--- src/rtl/pea_pkg.sv ---
// Shared constants and types for the Processing Element Array and its context scheduler.
package pea_pkg;

    localparam int N_PE          = 16;
    localparam int LOG_N_PE      = $clog2(N_PE);
    localparam int N_CFG_BITS_PE = 8;

    localparam int N_CTX     = 8;
    localparam int LOG_N_CTX = $clog2(N_CTX);
    localparam int ITER_W    = 16;
    localparam int DRAIN_W   = 4;

    // All-zero control word is the PE no-operation.
    localparam logic [N_CFG_BITS_PE-1:0] CTRL_NOP = '0;

    typedef enum logic [1:0] {
        IDLE  = 2'd0,
        RUN   = 2'd1,
        DRAIN = 2'd2,
        DONE  = 2'd3
    } pea_sched_state_t;

endpackage

--- src/rtl/pea_ctx_sched_if.sv ---
// Configuration, control and status bundle between a host and the PEA context scheduler.
interface pea_ctx_sched_if #(
    parameter int N_PE    = pea_pkg::N_PE,
    parameter int N_CTX   = pea_pkg::N_CTX,
    parameter int CFG_W   = pea_pkg::N_CFG_BITS_PE,
    parameter int ITER_W  = pea_pkg::ITER_W,
    parameter int DRAIN_W = pea_pkg::DRAIN_W
);

    logic                       cfg_we_i;
    logic [$clog2(N_CTX)-1:0]   cfg_ctx_i;
    logic [$clog2(N_PE)-1:0]    cfg_pe_i;
    logic [CFG_W-1:0]           cfg_data_i;
    logic                       start_i;
    logic                       stop_i;
    logic [$clog2(N_CTX)-1:0]   n_ctx_i;
    logic [ITER_W-1:0]          n_iter_i;
    logic [DRAIN_W-1:0]         n_drain_i;
    logic                       pea_ready_i;

    logic [N_PE*CFG_W-1:0]      ctrl_pe_o;
    logic [$clog2(N_CTX)-1:0]   ctx_idx_o;
    logic [ITER_W-1:0]          iter_cnt_o;
    logic                       busy_o;
    logic                       done_o;
    logic                       cfg_err_o;

    modport master (
        output cfg_we_i, cfg_ctx_i, cfg_pe_i, cfg_data_i,
        output start_i, stop_i, n_ctx_i, n_iter_i, n_drain_i, pea_ready_i,
        input  ctrl_pe_o, ctx_idx_o, iter_cnt_o, busy_o, done_o, cfg_err_o
    );

    modport slave (
        input  cfg_we_i, cfg_ctx_i, cfg_pe_i, cfg_data_i,
        input  start_i, stop_i, n_ctx_i, n_iter_i, n_drain_i, pea_ready_i,
        output ctrl_pe_o, ctx_idx_o, iter_cnt_o, busy_o, done_o, cfg_err_o
    );

endinterface

--- src/rtl/pea_ctx_mem.sv ---
// Context memory: one row of per-PE control words per context slot, written one word at a time
// and read a full row at a time, with a write-first bypass so a same-cycle write is visible.
module pea_ctx_mem #(
    parameter int N_PE  = pea_pkg::N_PE,
    parameter int N_CTX = pea_pkg::N_CTX,
    parameter int CFG_W = pea_pkg::N_CFG_BITS_PE
) (
    input  logic                      clk_i,
    input  logic                      i_we,
    input  logic [$clog2(N_CTX)-1:0]  i_wr_ctx,
    input  logic [$clog2(N_PE)-1:0]   i_wr_pe,
    input  logic [CFG_W-1:0]          i_wr_data,
    input  logic [$clog2(N_CTX)-1:0]  i_rd_ctx,
    output logic [N_PE*CFG_W-1:0]     o_rd_row
);

    logic [N_PE-1:0][CFG_W-1:0] r_mem [N_CTX];
    logic [N_PE-1:0][CFG_W-1:0] w_row;

    // NOTE: storage has no reset; the host always loads a context before running it, and
    // leaving it unreset lets it map onto plain flops or a register file.
    always_ff @(posedge clk_i) begin
        if (i_we) begin
            r_mem[i_wr_ctx][i_wr_pe] <= i_wr_data;
        end
    end

    // NOTE: w_row gets its full default before the conditional patch, so no latch is inferred.
    always_comb begin
        w_row = r_mem[i_rd_ctx];
        if (i_we && (i_wr_ctx == i_rd_ctx)) begin
            w_row[i_wr_pe] = i_wr_data;
        end
    end

    assign o_rd_row = w_row;

endmodule

--- src/rtl/pea_ctx_sched.sv ---
// PEA context scheduler: steps through the active contexts for a programmed number of
// iterations, holds on array back-pressure, drains with NOP words and then reports done.
module pea_ctx_sched #(
    parameter int N_PE    = pea_pkg::N_PE,
    parameter int N_CTX   = pea_pkg::N_CTX,
    parameter int CFG_W   = pea_pkg::N_CFG_BITS_PE,
    parameter int ITER_W  = pea_pkg::ITER_W,
    parameter int DRAIN_W = pea_pkg::DRAIN_W
) (
    input  logic            clk_i,
    input  logic            rst_n_i,
    pea_ctx_sched_if.slave  bus
);

    import pea_pkg::*;

    localparam int CTX_W = $clog2(N_CTX);
    localparam int ROW_W = N_PE * CFG_W;
    localparam logic [ROW_W-1:0] ROW_NOP = {N_PE{CFG_W'(CTRL_NOP)}};

    pea_sched_state_t   r_state;
    pea_sched_state_t   w_state_nxt;

    logic [CTX_W-1:0]   r_ctx;
    logic [CTX_W-1:0]   w_ctx_nxt;
    logic [ITER_W-1:0]  r_iter;
    logic [ITER_W-1:0]  w_iter_nxt;
    logic [DRAIN_W-1:0] r_drain;
    logic [DRAIN_W-1:0] w_drain_nxt;

    logic [CTX_W-1:0]   r_n_ctx;
    logic [ITER_W-1:0]  r_n_iter;
    logic [DRAIN_W-1:0] r_n_drain;

    logic [ROW_W-1:0]   r_ctrl;
    logic [ROW_W-1:0]   w_ctrl_nxt;
    logic [ROW_W-1:0]   w_row;

    logic               w_latch;
    logic               w_load_row;
    logic               w_hold_row;
    logic               w_mem_we;
    logic               r_cfg_err;

    // Writes are only accepted while idle so a running schedule never sees a torn row.
    assign w_mem_we = bus.cfg_we_i && (r_state == IDLE);

    // The read index is the context about to be presented, giving one cycle index-to-output.
    pea_ctx_mem #(
        .N_PE  (N_PE),
        .N_CTX (N_CTX),
        .CFG_W (CFG_W)
    ) u_mem (
        .clk_i     (clk_i),
        .i_we      (w_mem_we),
        .i_wr_ctx  (bus.cfg_ctx_i),
        .i_wr_pe   (bus.cfg_pe_i),
        .i_wr_data (bus.cfg_data_i),
        .i_rd_ctx  (w_ctx_nxt),
        .o_rd_row  (w_row)
    );

    // NOTE: state and datapath registers use non-blocking assignments so every flop samples
    // the pre-edge values regardless of statement order.
    always_ff @(posedge clk_i or negedge rst_n_i) begin
        if (!rst_n_i) begin
            r_state <= IDLE;
        end else begin
            r_state <= w_state_nxt;
        end
    end

    always_comb begin
        w_state_nxt = r_state;
        w_ctx_nxt   = r_ctx;
        w_iter_nxt  = r_iter;
        w_drain_nxt = r_drain;
        w_latch     = 1'b0;
        w_load_row  = 1'b0;
        w_hold_row  = 1'b0;

        case (r_state)
            IDLE: begin
                if (bus.start_i) begin
                    w_latch    = 1'b1;
                    w_ctx_nxt  = '0;
                    w_iter_nxt = '0;
                    if (bus.n_iter_i != '0) begin
                        w_state_nxt = RUN;
                        w_load_row  = 1'b1;
                    end else begin
                        w_state_nxt = DONE;
                    end
                end
            end

            RUN: begin
                if (bus.stop_i) begin
                    w_state_nxt = IDLE;
                end else if (!bus.pea_ready_i) begin
                    w_hold_row = 1'b1;
                end else if (r_ctx != r_n_ctx) begin
                    w_ctx_nxt  = r_ctx + 1'b1;
                    w_load_row = 1'b1;
                end else if (r_iter != (r_n_iter - 1'b1)) begin
                    w_ctx_nxt  = '0;
                    w_iter_nxt = r_iter + 1'b1;
                    w_load_row = 1'b1;
                end else begin
                    w_state_nxt = DRAIN;
                    w_ctx_nxt   = '0;
                    w_iter_nxt  = r_iter + 1'b1;
                    w_drain_nxt = r_n_drain;
                end
            end

            DRAIN: begin
                if (bus.stop_i) begin
                    w_state_nxt = IDLE;
                end else if (bus.pea_ready_i) begin
                    if (r_drain == '0) begin
                        w_state_nxt = DONE;
                    end else begin
                        w_drain_nxt = r_drain - 1'b1;
                    end
                end
            end

            DONE: begin
                w_state_nxt = IDLE;
            end

            default: begin
                w_state_nxt = IDLE;
            end
        endcase
    end

    // Anything that is neither a fresh context nor a stall hold presents NOP to the array.
    assign w_ctrl_nxt = w_load_row ? w_row :
                        w_hold_row ? r_ctrl : ROW_NOP;

    always_ff @(posedge clk_i or negedge rst_n_i) begin
        if (!rst_n_i) begin
            r_ctx     <= '0;
            r_iter    <= '0;
            r_drain   <= '0;
            r_n_ctx   <= '0;
            r_n_iter  <= '0;
            r_n_drain <= '0;
            r_ctrl    <= ROW_NOP;
            r_cfg_err <= 1'b0;
        end else begin
            r_ctx     <= w_ctx_nxt;
            r_iter    <= w_iter_nxt;
            r_drain   <= w_drain_nxt;
            r_ctrl    <= w_ctrl_nxt;
            r_cfg_err <= bus.cfg_we_i && (r_state != IDLE);
            if (w_latch) begin
                r_n_ctx   <= bus.n_ctx_i;
                r_n_iter  <= bus.n_iter_i;
                r_n_drain <= bus.n_drain_i;
            end
        end
    end

    assign bus.ctrl_pe_o  = r_ctrl;
    assign bus.ctx_idx_o  = r_ctx;
    assign bus.iter_cnt_o = r_iter;
    assign bus.busy_o     = (r_state == RUN) || (r_state == DRAIN);
    assign bus.done_o     = (r_state == DONE);
    assign bus.cfg_err_o  = r_cfg_err;

endmodule

--- src/flat_wrapper.sv ---
// flat-port wrapper written by rule: the top's interface ports become plain ports
module pea_ctx_sched_flat import pea_pkg::*;
#(
    parameter int N_PE    = pea_pkg::N_PE,
    parameter int N_CTX   = pea_pkg::N_CTX,
    parameter int CFG_W   = pea_pkg::N_CFG_BITS_PE,
    parameter int ITER_W  = pea_pkg::ITER_W,
    parameter int DRAIN_W = pea_pkg::DRAIN_W
)
  (clk_i, rst_n_i, bus_cfg_we_i, bus_cfg_ctx_i, bus_cfg_pe_i, bus_cfg_data_i, bus_start_i, bus_stop_i, bus_n_ctx_i, bus_n_iter_i, bus_n_drain_i, bus_pea_ready_i, bus_ctrl_pe_o, bus_ctx_idx_o, bus_iter_cnt_o, bus_busy_o, bus_done_o, bus_cfg_err_o);
  pea_ctx_sched_if #(.N_PE(N_PE), .N_CTX(N_CTX), .CFG_W(CFG_W), .ITER_W(ITER_W), .DRAIN_W(DRAIN_W)) bus_i ();
  input  logic clk_i;
  input  logic rst_n_i;
  input wire logic [$bits(bus_i.cfg_we_i)-1:0] bus_cfg_we_i;
  input wire logic [$bits(bus_i.cfg_ctx_i)-1:0] bus_cfg_ctx_i;
  input wire logic [$bits(bus_i.cfg_pe_i)-1:0] bus_cfg_pe_i;
  input wire logic [$bits(bus_i.cfg_data_i)-1:0] bus_cfg_data_i;
  input wire logic [$bits(bus_i.start_i)-1:0] bus_start_i;
  input wire logic [$bits(bus_i.stop_i)-1:0] bus_stop_i;
  input wire logic [$bits(bus_i.n_ctx_i)-1:0] bus_n_ctx_i;
  input wire logic [$bits(bus_i.n_iter_i)-1:0] bus_n_iter_i;
  input wire logic [$bits(bus_i.n_drain_i)-1:0] bus_n_drain_i;
  input wire logic [$bits(bus_i.pea_ready_i)-1:0] bus_pea_ready_i;
  output wire logic [$bits(bus_i.ctrl_pe_o)-1:0] bus_ctrl_pe_o;
  output wire logic [$bits(bus_i.ctx_idx_o)-1:0] bus_ctx_idx_o;
  output wire logic [$bits(bus_i.iter_cnt_o)-1:0] bus_iter_cnt_o;
  output wire logic [$bits(bus_i.busy_o)-1:0] bus_busy_o;
  output wire logic [$bits(bus_i.done_o)-1:0] bus_done_o;
  output wire logic [$bits(bus_i.cfg_err_o)-1:0] bus_cfg_err_o;
  assign bus_i.cfg_we_i = bus_cfg_we_i;
  assign bus_i.cfg_ctx_i = bus_cfg_ctx_i;
  assign bus_i.cfg_pe_i = bus_cfg_pe_i;
  assign bus_i.cfg_data_i = bus_cfg_data_i;
  assign bus_i.start_i = bus_start_i;
  assign bus_i.stop_i = bus_stop_i;
  assign bus_i.n_ctx_i = bus_n_ctx_i;
  assign bus_i.n_iter_i = bus_n_iter_i;
  assign bus_i.n_drain_i = bus_n_drain_i;
  assign bus_i.pea_ready_i = bus_pea_ready_i;
  assign bus_ctrl_pe_o = bus_i.ctrl_pe_o;
  assign bus_ctx_idx_o = bus_i.ctx_idx_o;
  assign bus_iter_cnt_o = bus_i.iter_cnt_o;
  assign bus_busy_o = bus_i.busy_o;
  assign bus_done_o = bus_i.done_o;
  assign bus_cfg_err_o = bus_i.cfg_err_o;
  pea_ctx_sched #(.N_PE(N_PE), .N_CTX(N_CTX), .CFG_W(CFG_W), .ITER_W(ITER_W), .DRAIN_W(DRAIN_W)) u_core (.clk_i(clk_i), .rst_n_i(rst_n_i), .bus(bus_i));
endmodule
--- config.mk ---
export PLATFORM = sky130hd
export DESIGN_NAME = pea_ctx_sched_flat
export DESIGN_NICKNAME = d
export VERILOG_FILES = /design/src/rtl/pea_pkg.sv /design/src/rtl/pea_ctx_sched_if.sv /design/src/rtl/pea_ctx_mem.sv /design/src/rtl/pea_ctx_sched.sv /design/src/flat_wrapper.sv
export SDC_FILE = /design/constraint.sdc
export NUM_CORES = 1
export LEC_CHECK = 0
export ABC_AREA = 1
export BUFFER_PORTS_ARGS = -buffer_cell sky130_fd_sc_hd__buf_2
export CELL_PAD_IN_SITES_DETAIL_PLACEMENT = 0
export CELL_PAD_IN_SITES_GLOBAL_PLACEMENT = 1
export CORE_UTILIZATION = 40
export CTS_CLUSTER_DIAMETER = 40
export DETAILED_ROUTE_END_ITERATION = 7
export PLACE_DENSITY_LB_ADDON = 0.1
export SLEW_MARGIN = 20
export SYNTH_ARGS = -nofsm -noshare
export SYNTH_HDL_FRONTEND = slang
export SYNTH_HIERARCHICAL = 1
export SYNTH_SLANG_ARGS = --single-unit
--- constraint.sdc ---
create_clock -name clk_i -period 6.3 [get_ports clk_i]
set_input_delay 0 -clock clk_i [delete_from_list [all_inputs] [get_ports clk_i]]
set_output_delay 0 -clock clk_i [all_outputs]
set_load 0.05 [all_outputs]
* Yosys cells after proc, flatten, opt, wreduce, memory -nomap -nowiden
Memory sizes are Yosys's and may differ from the RTL's. Index checks and enable logic that the tools add are counted.
Operators by class: equal/unequal tests 20, magnitude comparators 2, reduce and logical (&&, ||, !) cells 14, muxes and demuxes 48, add/subtract/negate cells 4
Operators with widths (number):
- 128-bit two-way mux | 4
- 128-bit bitwise mux | 1
- 16-bit two-way mux | 4
- 8-bit demux with 4-bit select | 1
- 16-bit case mux with 2 select lines | 1
- 4-bit two-way mux | 7
- 2-bit two-way mux | 9
- 16-bit by 1-bit adder with 16-bit output (second input constant) | 1
- 16-bit != test | 1
- 2-bit != test (second input constant) | 8
- 16-bit nonzero test | 1
- 16-bit by 1-bit subtractor with 16-bit output (second input constant) | 1
- 1-bit two-way mux | 12
- 3-bit two-way mux | 4
- 3-bit != test (second input constant) | 4
- 8-bit two-way mux | 1
- 2-bit case mux with 4 select lines | 1
- 4-bit case mux with 2 select lines | 1
- 8-bit AND reduction | 1
- 3-bit case mux with 2 select lines | 1
- 6-bit AND reduction | 1
- 2-bit nonzero test | 3
- 4-bit by 5-bit < comparator with 1-bit output (second input constant) | 1
- 5-bit AND reduction | 1
- 14 further kinds | 18
Storage, ports and cells: output and inout bits 150, word-level logic and storage cells 98, register bits 177, memories 1, memory bits (writable) 1024, input bits 44
Memories:
- u_core.u_mem.r_mem | depth 8, bits a word 128, rd ports 1, clocked after memory_dff 0, write ports 1, line pea_ctx_mem.sv:17 | logic [N_PE-1:0][CFG_W-1:0] r_mem [N_CTX];

* Longest topological paths before layout
Gate-level depths: netlist of the first run.
word-level depth 9, mapped depth 21, mapped depth without buffers 19

* Modules after synthesis
Netlist of the first run, hierarchy kept.
By module, submodules not included:
- pea_ctx_mem | area an instance 42617.1 µm², seq. area each 30749.5 µm², instances 1, cells each 3803
- pea_ctx_sched | area an instance 8658.3 µm², seq. area each 4429.2 µm², instances 1, cells each 1042

* Least setup slack after synthesis of the first run
Ideal clock, no wire load.
kind register to register, start register u_core.r_state[1], end register u_core.r_ctrl[15], in the netlist u_core/bus.ctrl_pe_o[15], setup time 120 ps, arrival 2531 ps, setup slack 3649 ps, path buffers 4, stages on the path, launching flop included 19, period minus slack after synthesis 2651 ps, data required time 6180 ps, cells stage by stage dfrtp_1 -> inv_1 -> ha_1 -> buf_2 -> inv_2 -> a21oi_1 -> o21ai_0 -> a32o_1 -> buf_2 -> inv_1 -> clkbuf_1 -> clkbuf_1 -> nand3_1 -> nand3_1 -> nand3_1 -> nand2_1 -> inv_1 -> nand2_1 -> nand2_1
On the way: cells in the longest elaborated chain, start to end 6, elaborated cells on any way between the ends 13, classes of those cells eq/ne: 3; mux: 6; reduce/logical: 3; memory: 1
RTL lines:
- start, declared | line pea_ctx_sched.sv:21 | pea_sched_state_t r_state;
- start signal, assigned | line pea_ctx_sched.sv:69 | r_state <= w_state_nxt;
- 2-bit by 1-bit == test with 1-bit output or 2-bit zero test (tied branches) | line pea_ctx_sched.sv:82 | case (r_state)
- 3-bit case mux with 2 select lines * | line pea_ctx_sched.sv:82
- net u_core.w_ctx_nxt[1] | line pea_ctx_sched.sv:25 | logic [CTX_W-1:0] w_ctx_nxt;
- memory read 8 x 128 bit or 3-bit == test (tied branches)
- 128-bit bitwise mux or 1-bit logical AND (tied branches) | line pea_ctx_mem.sv:32, pea_ctx_mem.sv:31
- 128-bit two-way mux * | line pea_ctx_mem.sv:31 | if (i_we && (i_wr_ctx == i_rd_ctx)) begin
- net u_core.w_row[15] | line pea_ctx_sched.sv:37 | logic [ROW_W-1:0] w_row;
- 128-bit two-way mux * | line pea_ctx_sched.sv:140 | assign w_ctrl_nxt = w_load_row ? w_row :
- end signal, assigned | line pea_ctx_sched.sv:157 | r_ctrl <= w_ctrl_nxt;
- end, declared | line pea_ctx_sched.sv:35 | logic [ROW_W-1:0] r_ctrl;
Mark *: on every way through the listed nets, which the timed path passes. The rest lies on a longest branch. A chain may end at the register's enable or synchronous reset.

* Worst setup path after layout of the first run
start register u_core.r_state[1], end register u_core.r_ctrl[32], in the netlist u_core/bus.ctrl_pe_o[32]
Same word-level chain as after synthesis.

==> results of run 1 <==
[layer usage]
layer	wire [um]	share of wire (%)
met1	73390	45
met2	77580	47
met3	9547	5.8
met4	3562	2.2
met5	50	0.030
[logic make-up (layout without fill, tap and decap cells)]
| group | Yosys count | count (layout) |
|---|---|---|
| xor+xnor | 30 | 30 |
| buf+inv | 502 | 887 |
| mux | 2 | 2 |
| compound gates | 47 | 47 |
| other cells | 0 | 1 |
| fa+ha+maj | 8 | 8 |
| simple gates | 3055 | 3055 |
| flops | 1201 | 1201 |
[worst reg2reg max path, cell delays in order, from the launching register on]
cell and delay, ns:
dfrtp_1 0.40, inv_1 0.09, ha_1 0.38, inv_2 0.19, o21ai_0 0.31, inv_1 0.13
o21ai_4 0.35, buf_12 0.53, buf_12 0.86, nand2_1 0.46, nand3_1 0.13, nand3_1 0.14
nand3_1 0.19, nand2_1 0.11, inv_1 0.06, nand2_1 0.05, nand2_1 0.08
[registers in the layout (all words and copies together) (netlist names)]
name / flops
u_core/r_drain: 4
u_core/bus.ctrl_pe_o: 128
u_core/bus.ctx_idx_o: 3
u_core/r_n_iter: 16
u_core/r_state: 2
u_core/bus.cfg_err_o: 1
u_core/r_n_ctx: 3
u_core/r_n_drain: 4
u_core/bus.iter_cnt_o: 16
u_core/u_mem/r_mem: 1024
[timing repair]
item / 4_1_cts / 5_1_grt
hold buffers: 79 / 0
gates resized for setup: 0 / 0
hold endpoints to repair: 551 / 0
[metrics by stage]
stage          setup WS [ns]  utilization, %  std cells
3_3_place_gp           1.929           42.45       6461
2_1_floorplan          3.649               -       4845
3_5_place_dp           1.856           42.45       6461
5_1_grt                1.427           48.17       6880
6_report               1.748           48.18       6881
4_1_cts                1.840           48.15       6879
[cell type report]
cell class	count	share of cell area, %
Antenna cell	1	0.004110
Clock buffer	198	7.712
Multi-Input combinational cell	3142	23.12
Clock inverter	141	2.782
Inverter	220	1.385
Tap cell	1650	3.391
Sequential cell	1201	57.78
Timing Repair Buffer	328	3.828
[cells in the final DEF (no fill, tap or decap), types with 8 or more instances in the layout]
| cell | instances |
|---|---|
| nand2_1 | 1734 |
| edfxtp_1 | 1024 |
| nand3_1 | 926 |
| inv_1 | 203 |
| nor2_1 | 198 |
| buf_2 | 184 |
| clkbuf_16 | 183 |
| dfrtp_1 | 177 |
| nand4_1 | 133 |
| dlygate4sd3_1 | 78 |
| buf_4 | 54 |
| bufinv_16 | 26 |
| clkinv_2 | 25 |
| clkinvlp_4 | 25 |
| o21ai_0 | 23 |
| inv_6 | 22 |
| clkinv_1 | 21 |
| xor2_1 | 19 |
| nand3_2 | 19 |
| clkinv_4 | 14 |
| nor3_1 | 12 |
| xnor2_1 | 11 |
| a21oi_1 | 10 |
| nor2_8 | 10 |
| clkbuf_1 | 9 |
| inv_2 | 8 |
| ha_1 | 8 |
| buf_12 | 8 |
[path summary, 6_finish.rpt]
path / from / endpoint
worst max-delay path: u_core/r_state[1] / u_core/bus.ctrl_pe_o[32]
worst min-delay path: bus_cfg_pe_i[2] / u_core/bus.ctrl_pe_o[56]
worst max register to register: u_core/r_state[1] / u_core/bus.ctrl_pe_o[32]
worst min register to register: u_core/r_drain[3] / u_core/r_drain[3]
max in group asynchronous: rst_n_i / u_core/bus.ctrl_pe_o[81]
min in group asynchronous: rst_n_i / u_core/bus.ctrl_pe_o[12]
[power groups by stage]
stage	Clock [mW]	Sequential (mW)	Combinational, mW
after CTS	10.6	9.40	7.11
after global placement	0	9.55	6.96
after floorplan	0	10.5	3.79
after global routing	10.9	9.44	7.77
after detailed placement	0	9.55	6.96
final	10.5	9.39	7.06
==> reports/results.tsv, run 1 <==
metric	value	unit
status	finished clean	
grt_pass1_wl	241700	um
nets	5127	
synth_fa_ha_area_share	0.1952	%
busiest_layer	met2	
grtUsageTotal	25.24	%
required	7.03	ns
synth_top_area_share	59.97	%
grt_pass1_vias	35360	
drv_cap	0	
ios	194	
hp-class	in -> reg	
arrival	5.29	ns
fmax	219.7	MHz
cp-start-kind	register	
wl_per_cell	23.85	um
cts_max_path_buffers	3	
htree_levels	4	
yosysWarningCount	6	
synth_compound_area_share	0.5198	%
dpl_cell_area	53660	um2
synth_top_family_by_area	simple AND/OR/NAND/NOR gates	
avgSynthCellArea	10.58	um2
layout-drive-gt1-share	11.89	%
p_clk_share	38.9	%
syn_to_final_growth	18.75	%
relSlewSlack	19.49	%
r2r_slack	1.75	ns
multiInputGateArea	14080	um2
p_sw	9.554	mW
worst_pin_slew	1.208	ns
cts_buffers	182	
grt_use_met1	35.12	%
ff_latch_area	35180	um2
yosys-top-cells-area	edfxtp_1 60%, nand2_1 13%, nand3_1 9.1%	
combPwrFrac	26.2	%
fillers	11580	
drtAntennaViolNets	0	
ys.flop_type	edfxtp_1	
power.density	441.8	nW/um2
yosys_register_bits	1201	
die_width	360.0	um
r2r_cells	16	
antenna_found_initial	6	
die-area	129600	um2
drt_wl_total	164100	um
cts_tree	built	
power.internal	17.35	mW
path_cells	inv_1, ha_1, inv_2, o21ai_0, inv_1, o21ai_4, buf_12, buf_12, nand2_1, nand3_1, nand3_1, nand3_1, nand2_1, inv_1, nand2_1, nand2_1	
place_hpwl	90950	um
maxSlewViolCount	0	
drt_iter0_markers	3129	
netlist_area	51280	um2
syn-num-nets	4897	
met2_usage	40.52	%
rows	130	
setup_viol	0	
fin_crit_sh	72.25	%
period_needed	4.552	ns
synth-edff-count	1024	
synth_top_area_cell	edfxtp_1	
yosysMostFrequentCell	nand2_1	
postCtsSetupBuffers	0	
grtUsageMet3	4.409	%
core	126400	um2
cts_num_sinks	1201	
worst_path_most_repeated_cell	nand2_1	
synth-xor-area-share	0.5124	%
cpLargestDelayFamily	buffers and inverters	
leakagePower	24.32	nW
peakVddDrop	0.0004183	V
holdPathStages	10	
rsz0062_at_grt	no	
p_total	26.90	mW
swShare	35.52	%
critical_path.max_stage_delay	0.62	ns
seqPwrFrac	34.9	%
synth_simple_gate_area_share	25.97	%
cp.buffers_inverters	6	
endpoint_kind	register	
seq_area_frac_synth	68.61	%
firstDrtPassIters	5	
worstPathMaxFanout	202	
crit_cells	16	
grt_overflow_total	0	
fp.dieH	360.0	um
synthMuxAreaShare	0.03904	%
place.gp.congestion	0.8159	
post_drt_via_cell_ratio	5.321	
design_area	60890	um2
root_buffer	clkbuf_16	
finalSetupTns	0	ns
drc	0	
clock_latency	0.80	ns
yosys-top-cells-count	1,735 x nand2_1, 1,024 x edfxtp_1, 934 x nand3_1	
synth-async-reset-ratio	14.74	%
clk_pin_slew	0.06	ns
numPortBuffers	193	
synthDistinctLibCells	38	
critPathKind	reg -> reg	
holdWs	0.06554	ns
cpMaxStageDelayCell	buf_12	
postSynthCellCount	4845	
skew	0.03019	ns
grt_max_degree	203	
hold_viol	0	
num_vias	36610	
start_util	40.57	%
Note: power is estimated with default switching activity, not from simulation.
==> inputs of run 2 (changes only) <==
==> constraint.sdc (replaced) <==
create_clock -name clk_i -period 4.2 [get_ports clk_i]
set_input_delay 0 -clock clk_i [delete_from_list [all_inputs] [get_ports clk_i]]
set_output_delay 0 -clock clk_i [all_outputs]
set_load 0.05 [all_outputs]
==> reports/results.tsv, run 2 (synthesized netlist as in run 1, its figures left out) <==
metric	value	unit	change
place.gp.congestion	0.8068		-1.1%
die_width	360.0	um	unchanged
wl_per_cell	23.70	um	-0.65%
grt_pass1_vias	35320		-0.11%
cp-start-kind	register		
core	126400	um2	unchanged
cts_num_sinks	1201		unchanged
power.density	665.1	nW/um2	+51%
period_needed	3.919	ns	-0.6332 ns
final_common_cell	nand2_1		
postCtsSetupBuffers	0		unchanged
worstPathMaxFanout	129		-36%
drt_iter0_markers	3007		-3.9%
largest_register	u_core/u_mem/r_mem		
relSlewSlack	27.67	%	+8.2 points
grt_overflow_total	0		unchanged
design_area	61460	um2	+0.94%
grt_pass1_wl	240500	um	-0.52%
drc	0		unchanged
nets	5164		+0.72%
worst_pin_slew	1.085	ns	-0.1227 ns
layout-drive-gt1-share	12.46	%	+0.57 points
fillers	11470		-0.98%
drtAntennaViolNets	0		unchanged
multiInputGateArea	14070	um2	about the same
final_cell_mix	1,734 x nand2_1, 1,024 x edfxtp_1, 926 x nand3_1		
firstDrtPassIters	8		+3
holdWs	0.05612	ns	-0.009416 ns
grt_max_degree	136		-33%
htree_levels	4		unchanged
place_hpwl	92710	um	+1.9%
p_total	40.88	mW	+52%
fmax	255.2	MHz	+16%
cts_max_path_buffers	3		unchanged
setup_viol	0		unchanged
ff_latch_area	35180	um2	unchanged
final_util	48.63	%	+0.45 points
clk_pin_slew	0.05	ns	about the same
peakVddDrop	0.0004111	V	-1.7%
rows	130		unchanged
drt_wl_total	164000	um	about the same
start_util	40.57	%	unchanged
ios	194		unchanged
dpl_cell_area	54130	um2	+0.88%
largest_register_ffs	1024		unchanged
numPortBuffers	193		unchanged
root_buffer	clkbuf_16		
maxSlewViolCount	0		unchanged
num_vias	36710		+0.25%
die-area	129600	um2	unchanged
fp.dieH	360.0	um	unchanged
syn_to_final_growth	19.87	%	
fin_crit_sh	93.30	%	+21 points
required	4.87	ns	-2.16 ns
rsz0062_at_grt	no		
skew	0.02323	ns	-0.006964 ns
cts_tree	built		
status	finished clean		
endpoint_kind	register		
leakagePower	24.65	nW	+1.4%
post_drt_via_cell_ratio	5.303		-0.34%
finalSetupTns	0	ns	unchanged
cts_buffers	184		+1.1%
clock_latency	0.80	ns	about the same
antenna_found_initial	11		+5
placed_cells	6499		+0.59%
arrival	4.59	ns	-0.70 ns
dpl_worst_slack	0.6765	ns	-1.180 ns
drv_cap	0		unchanged
grtUsageTotal	25.13	%	-0.11 points
fin_cells	6922		+0.60%
critPathKind	reg -> reg		
hold_viol	0		unchanged
fin_ws	0.2812	ns	-1.467 ns
hp-class	in -> reg		
## run 2: timing repair
item                                   in CTS  in global routing
resized for setup                           0                  3
endpoints found under the hold margin     728                  0
setup endpoints to repair                   0                  2
hold buffers                               77                  0
## run 2: power by group
group / total, mW / leakage (nW) / internal, mW / switching [mW]
sequential: 14.1 / 11.6 / 13.6 / 0.526
combinational: 10.8 / 9.96 / 2.79 / 7.97
clock: 16.0 / 3.14 / 10.1 / 5.87
## run 2: worst max-delay path, stage by stage (launching register included)
cell and delay [ns]:
dfrtp_1 0.40, inv_1 0.08, ha_1 0.17, inv_2 0.12
nor2_2 0.15, inv_1 0.10, nor2_4 0.13, buf_16 0.50
o22ai_1 0.15, o21ai_0 0.10, dlygate4sd3_1 0.56, a21oi_1 0.06
nand3_1 0.10, dlygate4sd3_1 0.55, nand2_1 0.05, dlygate4sd3_1 0.55
## run 2: per-layer routing
layer	vias up	GRT usage (%)	share of wire (%)
li1	17190	-	-
met1	18040	34.75	44
met5	-	0	0.040
met4	12	7.382	2.5
met2	1208	39.60	46
met3	257	5.496	7.1
## run 2: final timing paths
path	from	slack, ns	cells after the start	endpoint
hold reg to reg	u_core/r_drain[1]	0.49	2	u_core/r_drain[1]
max in group asynchronous	rst_n_i	3.19	4	u_core/bus.ctrl_pe_o[38]
hold / removal	bus_cfg_pe_i[2]	0.06	10	u_core/bus.ctrl_pe_o[55]
setup / recovery	u_core/r_state[1]	0.28	15	u_core/r_state[1]
min in group asynchronous	rst_n_i	0.33	4	u_core/bus.ctrl_pe_o[11]
setup reg to reg	u_core/r_state[1]	0.28	15	u_core/r_state[1]
## run 2: cell type report
cell class                 instances  share of cell area [%]
antenna                            1                0.004071
inverter                         220                   1.374
clock inverter                   140                   2.934
timing repair buffer             363                   4.515
clock buffer                     205                   7.687
tap                             1650                   3.359
sequential                      1201                   57.24
multi-input combinational       3142                   22.89
